--- config.mk ---
export PLATFORM = sky130hd
export DESIGN_NAME = mem_arbiter_flat
export DESIGN_NICKNAME = d
export VERILOG_FILES = /design/src/rtl/mem_arbiter_if.sv /design/src/rtl/mem_arbiter.sv /design/src/flat_wrapper.sv
export SDC_FILE = /design/constraint.sdc
export NUM_CORES = 1
export LEC_CHECK = 0
export CORE_MARGIN = 2
export CORE_UTILIZATION = 30
export DETAILED_ROUTE_END_ITERATION = 8
export PLACE_DENSITY = 0.64
export SETUP_SLACK_MARGIN = 0.1
export SYNTH_ARGS = -nofsm -noshare
export SYNTH_HDL_FRONTEND = slang
export SYNTH_SLANG_ARGS = --single-unit
--- constraint.sdc ---
create_clock -name clk -period 10.8 [get_ports clk]
set_clock_uncertainty 0.2 [all_clocks]
set_input_delay 1.08 -clock clk [delete_from_list [all_inputs] [get_ports clk]]
set_output_delay 1.08 -clock clk [all_outputs]
set_load 0.01 [all_outputs]
--- src/rtl/mem_arbiter_if.sv ---
// Request, response and ram-side signals of the two-port memory arbiter.
// slave is the arbiter's view; master is the view of requesters plus ram.
interface mem_arbiter_if;
  logic        if_req;
  logic [31:0] if_addr;
  logic        if_ack;
  logic        if_err;
  logic        d_req;
  logic        d_we;
  logic [31:0] d_addr;
  logic [31:0] d_wdata;
  logic        d_ack;
  logic        d_err;
  logic [31:0] rdata;
  logic [31:0] mem_r_addr;
  logic [31:0] mem_w_addr;
  logic [31:0] mem_w_line;
  logic [31:0] mem_r_line;
  logic        mem_read;
  logic        mem_write;
  logic        mem_rrdy;
  logic        mem_wrdy;
  logic        mem_exc;
  logic        busy;

  modport slave (
    input  if_req, if_addr, d_req, d_we, d_addr, d_wdata,
    input  mem_r_line, mem_rrdy, mem_wrdy, mem_exc,
    output if_ack, if_err, d_ack, d_err, rdata,
    output mem_r_addr, mem_w_addr, mem_w_line, mem_read, mem_write, busy
  );

  modport master (
    output if_req, if_addr, d_req, d_we, d_addr, d_wdata,
    output mem_r_line, mem_rrdy, mem_wrdy, mem_exc,
    input  if_ack, if_err, d_ack, d_err, rdata,
    input  mem_r_addr, mem_w_addr, mem_w_line, mem_read, mem_write, busy
  );
endinterface

--- src/rtl/mem_arbiter.sv ---
// Fetch / load-store arbiter and sequencer for the single-ported ram.
// MEM_ARB_ROUND_ROBIN_EN selects round-robin grant; otherwise data has fixed priority.
module mem_arbiter #(
  parameter int unsigned TIMEOUT = 255,
  parameter int unsigned TW      = 8
) (
  input logic          clk,
  input logic          rst,
  mem_arbiter_if.slave bus
);
  localparam logic [TW-1:0] TimeoutCnt = TW'(TIMEOUT);

  typedef enum logic [2:0] {
    StIdle, StIssue, StWaitBusy, StWaitDone, StDone, StErr
  } state_e;

  state_e        state_q;
  logic          gnt_data_q;
  logic          we_q;
  logic [TW-1:0] timer_q;
  logic          if_ack_q, if_err_q, d_ack_q, d_err_q;
  logic [31:0]   rdata_q, mem_r_addr_q, mem_w_addr_q, mem_w_line_q;
  logic          mem_read_q, mem_write_q, busy_q;
`ifdef MEM_ARB_ROUND_ROBIN_EN
  logic          last_data_q;
`endif

  logic win_data, rdy, to_hit, abort, complete;

  always_comb begin
    win_data = bus.d_req;
`ifdef MEM_ARB_ROUND_ROBIN_EN
    if (bus.if_req && bus.d_req) win_data = !last_data_q;
`endif
    rdy      = we_q ? bus.mem_wrdy : bus.mem_rrdy;
    to_hit   = (timer_q == TimeoutCnt);
    abort    = 1'b0;
    complete = 1'b0;
    unique case (state_q)
      // Exception beats ready; ready beats the timer.
      StWaitBusy: abort = bus.mem_exc || (rdy && to_hit);
      StWaitDone: begin
        abort    = bus.mem_exc || (!rdy && to_hit);
        complete = !bus.mem_exc && rdy;
      end
      default: ;
    endcase
  end

  always_ff @(posedge clk or posedge rst) begin
    if (rst) begin
      state_q      <= StIdle;
      gnt_data_q   <= 1'b0;
      we_q         <= 1'b0;
      timer_q      <= '0;
      if_ack_q     <= 1'b0;
      if_err_q     <= 1'b0;
      d_ack_q      <= 1'b0;
      d_err_q      <= 1'b0;
      rdata_q      <= '0;
      mem_r_addr_q <= '0;
      mem_w_addr_q <= '0;
      mem_w_line_q <= '0;
      mem_read_q   <= 1'b0;
      mem_write_q  <= 1'b0;
      busy_q       <= 1'b0;
`ifdef MEM_ARB_ROUND_ROBIN_EN
      last_data_q  <= 1'b0;
`endif
    end else begin
      if_ack_q <= 1'b0;
      if_err_q <= 1'b0;
      d_ack_q  <= 1'b0;
      d_err_q  <= 1'b0;
      unique case (state_q)
        StIdle: begin
          if (bus.if_req || bus.d_req) begin
            gnt_data_q <= win_data;
            busy_q     <= 1'b1;
            state_q    <= StIssue;
`ifdef MEM_ARB_ROUND_ROBIN_EN
            last_data_q <= win_data;
`endif
            if (win_data && bus.d_we) begin
              we_q         <= 1'b1;
              mem_w_addr_q <= bus.d_addr;
              mem_w_line_q <= bus.d_wdata;
              mem_write_q  <= 1'b1;
            end else begin
              we_q         <= 1'b0;
              mem_r_addr_q <= win_data ? bus.d_addr : bus.if_addr;
              mem_read_q   <= 1'b1;
            end
          end
        end
        StIssue: begin
          timer_q <= '0;
          state_q <= StWaitBusy;
        end
        StWaitBusy: begin
          timer_q <= timer_q + 1'b1;
          if (!rdy) begin
            timer_q <= '0;
            state_q <= StWaitDone;
          end
        end
        StWaitDone: timer_q <= timer_q + 1'b1;
        StDone, StErr: begin
          busy_q  <= 1'b0;
          state_q <= StIdle;
        end
        default: state_q <= StIdle;
      endcase
      // Transaction end overrides the wait-state bookkeeping above.
      if (abort || complete) begin
        mem_read_q  <= 1'b0;
        mem_write_q <= 1'b0;
        if_ack_q    <= !gnt_data_q;
        d_ack_q     <= gnt_data_q;
        if_err_q    <= !gnt_data_q && abort;
        d_err_q     <= gnt_data_q && abort;
        state_q     <= abort ? StErr : StDone;
        if (complete && !we_q) rdata_q <= bus.mem_r_line;
      end
    end
  end

  assign bus.if_ack     = if_ack_q;
  assign bus.if_err     = if_err_q;
  assign bus.d_ack      = d_ack_q;
  assign bus.d_err      = d_err_q;
  assign bus.rdata      = rdata_q;
  assign bus.mem_r_addr = mem_r_addr_q;
  assign bus.mem_w_addr = mem_w_addr_q;
  assign bus.mem_w_line = mem_w_line_q;
  assign bus.mem_read   = mem_read_q;
  assign bus.mem_write  = mem_write_q;
  assign bus.busy       = busy_q;
endmodule

--- src/flat_wrapper.sv ---
// flat-port wrapper written by rule: the top's interface ports become plain ports
module mem_arbiter_flat 
#(
  parameter int unsigned TIMEOUT = 255,
  parameter int unsigned TW      = 8
)
  (clk, rst, bus_if_req, bus_if_addr, bus_d_req, bus_d_we, bus_d_addr, bus_d_wdata, bus_mem_r_line, bus_mem_rrdy, bus_mem_wrdy, bus_mem_exc, bus_if_ack, bus_if_err, bus_d_ack, bus_d_err, bus_rdata, bus_mem_r_addr, bus_mem_w_addr, bus_mem_w_line, bus_mem_read, bus_mem_write, bus_busy);
  mem_arbiter_if bus_i ();
  input logic clk;
  input logic rst;
  input wire logic [$bits(bus_i.if_req)-1:0] bus_if_req;
  input wire logic [$bits(bus_i.if_addr)-1:0] bus_if_addr;
  input wire logic [$bits(bus_i.d_req)-1:0] bus_d_req;
  input wire logic [$bits(bus_i.d_we)-1:0] bus_d_we;
  input wire logic [$bits(bus_i.d_addr)-1:0] bus_d_addr;
  input wire logic [$bits(bus_i.d_wdata)-1:0] bus_d_wdata;
  input wire logic [$bits(bus_i.mem_r_line)-1:0] bus_mem_r_line;
  input wire logic [$bits(bus_i.mem_rrdy)-1:0] bus_mem_rrdy;
  input wire logic [$bits(bus_i.mem_wrdy)-1:0] bus_mem_wrdy;
  input wire logic [$bits(bus_i.mem_exc)-1:0] bus_mem_exc;
  output wire logic [$bits(bus_i.if_ack)-1:0] bus_if_ack;
  output wire logic [$bits(bus_i.if_err)-1:0] bus_if_err;
  output wire logic [$bits(bus_i.d_ack)-1:0] bus_d_ack;
  output wire logic [$bits(bus_i.d_err)-1:0] bus_d_err;
  output wire logic [$bits(bus_i.rdata)-1:0] bus_rdata;
  output wire logic [$bits(bus_i.mem_r_addr)-1:0] bus_mem_r_addr;
  output wire logic [$bits(bus_i.mem_w_addr)-1:0] bus_mem_w_addr;
  output wire logic [$bits(bus_i.mem_w_line)-1:0] bus_mem_w_line;
  output wire logic [$bits(bus_i.mem_read)-1:0] bus_mem_read;
  output wire logic [$bits(bus_i.mem_write)-1:0] bus_mem_write;
  output wire logic [$bits(bus_i.busy)-1:0] bus_busy;
  assign bus_i.if_req = bus_if_req;
  assign bus_i.if_addr = bus_if_addr;
  assign bus_i.d_req = bus_d_req;
  assign bus_i.d_we = bus_d_we;
  assign bus_i.d_addr = bus_d_addr;
  assign bus_i.d_wdata = bus_d_wdata;
  assign bus_i.mem_r_line = bus_mem_r_line;
  assign bus_i.mem_rrdy = bus_mem_rrdy;
  assign bus_i.mem_wrdy = bus_mem_wrdy;
  assign bus_i.mem_exc = bus_mem_exc;
  assign bus_if_ack = bus_i.if_ack;
  assign bus_if_err = bus_i.if_err;
  assign bus_d_ack = bus_i.d_ack;
  assign bus_d_err = bus_i.d_err;
  assign bus_rdata = bus_i.rdata;
  assign bus_mem_r_addr = bus_i.mem_r_addr;
  assign bus_mem_w_addr = bus_i.mem_w_addr;
  assign bus_mem_w_line = bus_i.mem_w_line;
  assign bus_mem_read = bus_i.mem_read;
  assign bus_mem_write = bus_i.mem_write;
  assign bus_busy = bus_i.busy;
  mem_arbiter #(.TIMEOUT(TIMEOUT), .TW(TW)) u_core (.clk(clk), .rst(rst), .bus(bus_i));
endmodule
==> metrics.md, run 1 <==
| Metric | Value |
|---|---|
| Run status | complete, no violations |
| Path type of the worst min-delay path | register to register |
| CP top delay family | buffers and inverters |
| Leakage component of the power | 4.28 nW |
| Cells after synthesis | 442 |
| Layout cell share with drive strength beyond 1 | 0.185 |
| Number of buffer and inverter instances along the worst setup path | 3 |
| Core area | 20200 um2 |
| Simple logic cell fraction of the synthesized area | 0.0561 |
| Vias in the first global route | 4931 |
| Clock H-tree levels | 4 |
| PD cells | 278 nW/um2 |
| Global-route wire length before repair | 26300 um |
| Maximum count of clock buffers along a single path | 2 |
| Num CTS Buffers | 17 |
| Cells on Worst Hold Path | 2 |
| Initial DRC Count | 218 |
| Pin count of the biggest net entering global routing | 80 |
| Category of the worst setup path capture point | register |
| Warnings from Yosys | 0 |
| Antenna Cells | 0 |
| Arrival time of data at the critical path endpoint | 3.18 ns |
| Width of the chip | 147 um |
| Total of max-cap violations | 0 |
| TritonCTS clock tree | built |
| Final Worst Setup Slack | 7.71 ns |
| All-Layer GR Usage | 0.156 |
| Slowest Stage Delay on Critical Path | 0.53 ns |
| Ys async rst share | 1.00 |
| Average footprint of a synthesized cell | 13.9 um2 |
| Leading post-synthesis cells by cell area | dfrtp_1 60%, mux2_2 10%, mux2_4 8.6% |
| Cell Count Post-Placement | 964 |
| Gpl congestion | 0.773 |
| Worst Setup Path Type | input port to register |
| Synth Area in XOR/XNOR | 0 |
| RSZ-0062 raised after global routing | false |
| CTS Sinks | 148 |
| Count of different cell masters after synthesis | 39 |
| Library cell contributing the largest single delay on the critical path | buf_4 |
| Relative slew margins | 0.324 |
| Placement row count | 52 |
| DRT Pass-1 Iters | 4 |
| Count of flip-flops with a built-in enable after synthesis | 0 |
| Worst Tran Pin Value | 1.01 ns |
| Congestion Overflow GR | 0 |
| Seq cells post-synth | 148 |
| Setup TNS | 0 ns |
| Max Transition Viols Final | 0 |
| Final period demand of the worst path | 3.09 ns |
| Setup violations, final | 0 |
| Most instantiated cells after synthesis | 148 x dfrtp_1, 57 x mux2_2, 43 x nand2_1 |
| Port-buffer cells | 270 |
| Number of antenna violations at the first check in global routing | 0 |
| Final hold vios | 0 |
| Antenna Violating Nets Remaining | 0 |
| Maximum fanout count along the critical path | 48 |
| Compound-Gate Fraction of Synth Area | 0.0563 |
| Maximum achievable frequency | 323 MHz |
| Cell chain of the critical path | buf_2 -> buf_4 -> nand3_4 -> buf_4 -> mux2_1 |
| Post-CTS setup repair buffer count | 0 |
| Cell with the most instances after synthesis | dfrtp_1 |
| DRC violation count after routing | 0 |
| Post-synthesis sequential area ratio | 0.604 |
| Routed Wire Length | 16400 um |
| Y dimension of the die | 147 um |
| R2R cell count | 4 |
| Area growth from synthesis to layout | 57.9% |
| Vias per Instance | 4.49 |
| Main combinational cell family by area after synthesis | multiplexers |
| Most used DFF post-synth | dfrtp_1 |
| Mapped cell area | 6130 um2 |
| Buffer type at the clock tree root | clkbuf_16 |
| Net count of the mapped netlist | 579 |
| Final layout net count | 850 |
| Number of gates resized after cts | 0 |
| Worst path depth | 5 |
| Full die area | 21600 um2 |
| HPWL after detailed placement | 11800 um |
| Cell type with the largest total area after synthesis | dfrtp_1 |
| Element type at the critical path start | input port |
| Required time reported for the critical path endpoint | 10.89 ns |
| Routed wire length per instance | 16.4 um |
| Fraction of the cycle the final worst path needs | 0.287 |
| Initial core utilization | 0.304 |
| Max VDD drop | 0.000112 V |
| Number of vias after detailed routing | 4468 |
| Quantity of hold-fixing buffers added after cts | 0 |
| Io pins | 271 |
| Placement Setup Slack | 7.22 ns |
| Fraction of post-synthesis cell area in the top cell type by area | 0.604 |
| Worst-Skew Late Latency | 0.41 ns |
| Top cell by count, worst path | buf_4 |
| CTS clock-pin slew for the worst setup and hold paths | 0.06 ns |
| Final cell count without fillers | 996 |
| Hold Worst Slack | 0.279 ns |
| Adder-cell share of the synthesized area | 0.00204 |
| Portion of netlist area occupied by mux cells | 0.253 |
-- flip-flops by register name, summed over array words and instances, names as in the netlist, 3 cells and up --
signal / cells
u_core.state_q: 3
u_core.bus.rdata: 32
u_core.bus.mem_w_addr: 32
u_core.timer_q: 8
u_core.bus.mem_r_addr: 32
u_core.bus.mem_w_line: 32
-- metal layers --
| layer | GRT usage | part of all wire | vias up |
|---|---|---|---|
| met5 | 0 | 0 | - |
| met3 | 0.0652 | 0.089 | 24 |
| met2 | 0.262 | 0.49 | 183 |
| met1 | 0.181 | 0.39 | 2168 |
| li1 | - | - | 2093 |
| met4 | 0.0510 | 0.022 | 0 |
-- power by group --
part	leakage, nW	internal (mW)	switching, mW	total [mW]
clock	0.287	0.356	0.241	0.597
combinational	2.17	0.695	0.435	1.13
sequential	1.82	0.813	0.153	0.966
total	4.28	1.86	0.829	2.69
-- tightest hold or removal path: cells and delay by family (launching register included) --
kind            cells  cell delay [ns]
compound gates      1             0.06
simple gates        1             0.04
flops               1             0.34
-- kinds of logic (layout without fill, tap and decap cells) --
group,count (synthesis),count (layout)
mux,130,130
buf+inv,30,314
fa+ha+maj,1,1
simple gates,72,72
compound gates,61,61
flops,148,148
-- final timing paths --
path | slack, ns | from | endpoint
min in group asynchronous | 0.93 | rst | u_core.bus.rdata[14]
max | 7.71 | bus_d_req | u_core.bus.mem_w_addr[28]
max in group asynchronous | 7.97 | rst | u_core.bus.rdata[4]
max reg2reg | 8.26 | u_core.state_q[0] | u_core.bus.mem_w_addr[28]
min | 0.28 | u_core.bus.mem_r_addr[17] | u_core.bus.mem_r_addr[17]
min reg2reg | 0.28 | u_core.bus.mem_r_addr[17] | u_core.bus.mem_r_addr[17]
-- per-stage QoR --
stage | util | instance area (um2) | total power [mW]
floorplan | - | 6130 | 1.46
global placement | 0.450 | 9080 | 2.08
detailed placement | 0.450 | 9080 | 2.12
CTS | 0.480 | 9680 | 2.73
global route | 0.480 | 9680 | 2.86
finish | 0.480 | 9680 | 2.69
-- final cells by class --
cell class / count / area (um2)
fillers: 1794 / 10500
flip-flops and latches: 148 / 3700
repair buffers: 274 / 2730
multi-input cells: 264 / 2270
clock buffers: 19 / 453
well taps: 270 / 338
clock inverters: 13 / 149
inverters: 8 / 35.0
-- cells in the final DEF, fill, tap and decap left out, drive strengths merged, types with 4 or more instances in the layout --
cell type,n
dfrtp,148
nor2,8
nor3,4
mux2,97
inv,11
clkbuf,19
buf,5
clkdlybuf4s50,269
a21oi,7
nand2,43
mux2i,33
clkinv,5
o21ai,42
Note: power is estimated with default switching activity, not from simulation.
==> run 2: changes to the inputs <==
--- a/config.mk
+++ b/config.mk
@@ -8,7 +8,7 @@
 export CORE_MARGIN = 2
 export CORE_UTILIZATION = 30
 export DETAILED_ROUTE_END_ITERATION = 8
-export PLACE_DENSITY = 0.64
+export PLACE_DENSITY = 0.66
 export SETUP_SLACK_MARGIN = 0.1
 export SYNTH_ARGS = -nofsm -noshare
 export SYNTH_HDL_FRONTEND = slang
==> constraint.sdc (replaced) <==
create_clock -name clk -period 2.79 [get_ports clk]
set_clock_uncertainty 0.2 [all_clocks]
set_input_delay 0.279 -clock clk [delete_from_list [all_inputs] [get_ports clk]]
set_output_delay 0.279 -clock clk [all_outputs]
set_load 0.01 [all_outputs]
==> run 2 against run 1 <==
Effect of this change: global-route usage is 0.19 points higher; cell area increased by 0.83%; power rose to 3.9 times the previous value; final cell count increased by 0.20%; via count up 0.94%; critical path depth down 1; combinational power increased to 3.9 times the previous value; setup slack got worse by 7.1 ns; wire length grew 1.3%; non-clock buffer count grew 3; critical path type is now register to register; highest routed layer unchanged.
==> metrics.md, run 2 (same netlist as run 1, synthesis figures left out) <==
| Metric | Value |
|---|---|
| Run status | complete, no violations |
| Clock H-tree levels | 4 (unchanged) |
| Commonest non-fill, non-tap cell in the layout | clkdlybuf4s50_1 |
| Buffer type at the clock tree root | clkbuf_16 |
| Vias per Instance | 4.52 (+0.74%) |
| Routed Wire Length | 16600 um (+1.3%) |
| DRT Pass-1 Iters | 4 (unchanged) |
| Switching portion of total power | 0.305 (-0.00266) |
| Met2 global-route usage | 0.276 (+0.0138) |
| Gpl congestion | 0.768 (-0.67%) |
| Fraction of power consumed by combinational cells | 0.422 (+0.002) |
| TritonCTS clock tree | built |
| Power Internal | 7.29 mW (+290%) |
| Routing layer with the top usage in global route | met2 |
| Global-route wire length before repair | 26900 um (+2.0%) |
| Path type of the worst min-delay path | input port to register |
| Antenna Cells | 0 (unchanged) |
| Fraction of the cycle the final worst path needs | 0.789 |
| Final Worst Setup Slack | 0.588 ns (-7.12 ns) |
| Final hold vios | 0 (unchanged) |
| Total power after layout | 10.5 mW (+290%) |
| Vias in the first global route | 5068 (+2.8%) |
| Met1 usage | 0.173 (-0.00767) |
| Setup TNS | 0 ns (unchanged) |
| Worst-Skew Late Latency | 0.41 ns (about the same) |
| Post-CTS setup repair buffer count | 0 (unchanged) |
| Placement row count | 52 (unchanged) |
| Multi-input logic area | 2270 um2 (unchanged) |
| Number of gates resized after cts | 0 (unchanged) |
| Num CTS Buffers | 17 (unchanged) |
| Placement Setup Slack | 0.596 ns (-6.62 ns) |
| R2R cell count | 4 (unchanged) |
| Reg-to-reg startpoint | u_core.state_q[0] |
| Sequential cell fraction of total power | 0.357 (-0.002) |
| DRC violation count after routing | 0 (unchanged) |
| Number of antenna violations at the first check in global routing | 0 (unchanged) |
| Count of fill cells added during filler insertion | 1774 (-1.1%) |
| Cells on Worst Hold Path | 2 (unchanged) |
| Required time reported for the critical path endpoint | 2.89 ns (-8.00 ns) |
| Hold Worst Slack | 0.0299 ns (-0.249 ns) |
| Number of vias after detailed routing | 4510 (+0.94%) |
| Slowest Stage Delay on Critical Path | 0.51 ns (-0.02 ns) |
| Max VDD drop | 0.000448 V (+300%) |
| HPWL after detailed placement | 12000 um (+1.1%) |
| Met3 Usage GRT | 0.0689 (+0.00373) |
| Initial DRC Count | 177 (-19%) |
| Initial core utilization | 0.304 (unchanged) |
| Y dimension of the die | 147 um (unchanged) |
| Total of max-cap violations | 0 (unchanged) |
| Worst Setup Path Type | register to register |
| Net load switching power | 3.20 mW (+290%) |
| Maximum count of clock buffers along a single path | 2 (unchanged) |
| Layout cell share with drive strength beyond 1 | 0.185 (+0.000867) |
| Relative slew margins | 0.593 (+0.270) |
| Pin count of the biggest net entering global routing | 78 (-2.5%) |
| Hold Startpoint | bus_d_req |
| Max Transition Viols Final | 0 (unchanged) |
| Element type at the critical path start | register |
| CTS Sinks | 148 (unchanged) |
| Area growth from synthesis to layout | 59.2% |
| Fraction of power consumed by the clock network | 0.220 (-0.002) |
| Final period demand of the worst path | 2.20 ns |
| Full die area | 21600 um2 (unchanged) |
| Maximum fanout count along the critical path | 27 (-44%) |
| Final layout net count | 853 (+0.35%) |
| Reg-to-reg setup timing slack | 0.59 ns (-7.67 ns) |
| Worst Tran Pin Value | 0.610 ns (-0.402 ns) |
| Core area | 20200 um2 (unchanged) |
| Width of the chip | 147 um (unchanged) |
| Cell chain of the critical path | nor3_4 -> nand3_4 -> buf_12 -> mux2_1 |
| Port-buffer cells | 270 (unchanged) |
| Category of the worst setup path capture point | register |
| All-Layer GR Usage | 0.158 (+0.00191) |
| Arrival time of data at the critical path endpoint | 2.30 ns (-0.88 ns) |
| Maximum achievable frequency | 454 MHz |
| Library cell contributing the largest single delay on the critical path | dfrtp_1 |
| Destination of the worst register-to-register timing path | u_core.bus.mem_w_addr[18] |
| Routed wire length per instance | 16.6 um (+1.1%) |
| Leakage component of the power | 4.32 nW (+0.92%) |
| Highest-count cells in the layout ignoring fill and taps | 269 x clkdlybuf4s50_1, 148 x dfrtp_1, 57 x mux2_2, 43 x nand2_1, 40 x o21ai_0 |
| Antenna Violating Nets Remaining | 0 (unchanged) |
| CTS clock-pin slew for the worst setup and hold paths | 0.06 ns (about the same) |
| Io pins | 271 (unchanged) |
| RSZ-0062 raised after global routing | false |
| Quantity of hold-fixing buffers added after cts | 0 (unchanged) |
| PD cells | 1080 nW/um2 (+290%) |
| Endpoint of the worst hold path | u_core.gnt_data_q |
| Register area | 3700 um2 (unchanged) |
| Setup violations, final | 0 (unchanged) |
| Congestion Overflow GR | 0 (unchanged) |
==> run 2: cell types whose count changed in the layout (fill, tap and decap cells not counted) <==
cell,delta
clkbuf_1,+1
inv_6,-3
buf_4,-2
buf_12,+5
clkinv_4,-1
clkinv_2,+2
clkbuf_8,-1
bufinv_16,+1
==> run 2: cell type report <==
cell class,instances,share of cell area
sequential,148,0.379
clock buffer,19,0.0454
timing repair buffer,277,0.288
clock inverter,12,0.0159
multi-input combinational,264,0.233
inverter,8,0.00346
tap,270,0.0346
==> run 2: worst max-delay path by stage <==
stage | startpoint | cells after the start | endpoint | slack [ns]
after global placement | u_core.state_q[0] | 4 | u_core.bus.mem_w_addr[18] | 0.65
after CTS | u_core.state_q[0] | 4 | u_core.bus.mem_w_addr[18] | 0.57
final | u_core.state_q[0] | 4 | u_core.bus.mem_w_addr[18] | 0.59
after detailed placement | u_core.state_q[0] | 4 | u_core.bus.mem_w_addr[28] | 0.60
after global routing | u_core.state_q[0] | 4 | u_core.bus.mem_w_addr[28] | 0.45
after floorplan | rst | 1 | u_core.bus.busy | 0.45
==> run 2: power groups by stage <==
stage | Clock [mW] | Combinational [mW] | Sequential [mW]
finish | 2.31 | 4.44 | 3.75
global route | 2.48 | 4.75 | 3.89
CTS | 2.38 | 4.50 | 3.76
detailed placement | 0 | 4.47 | 3.77
global placement | 0 | 4.38 | 3.72
floorplan | 0 | 1.52 | 4.13
==> run 2: per-layer routing <==
metal | share of wire | vias to the layer above
li1 | - | 2100
met1 | 0.39 | 2196
met2 | 0.50 | 188
met3 | 0.088 | 26
met4 | 0.020 | 0
met5 | 0 | -
==> run 2: critical path: cells and delay by family, from the launching register on <==
| family | cells | cell delay [ns] |
|---|---|---|
| DFF | 1 | 0.51 |
| buffers and inverters | 1 | 0.30 |
| muxes | 1 | 0.33 |
| and+or+nand+nor | 2 | 0.72 |
==> run 2: through the flow <==
step	area [um2]	util	std cells
after global placement	9160	0.454	967
after CTS	9760	0.484	998
after global routing	9760	0.484	998
after detailed placement	9160	0.454	967
after floorplan	6130	-	442
final	9760	0.484	998
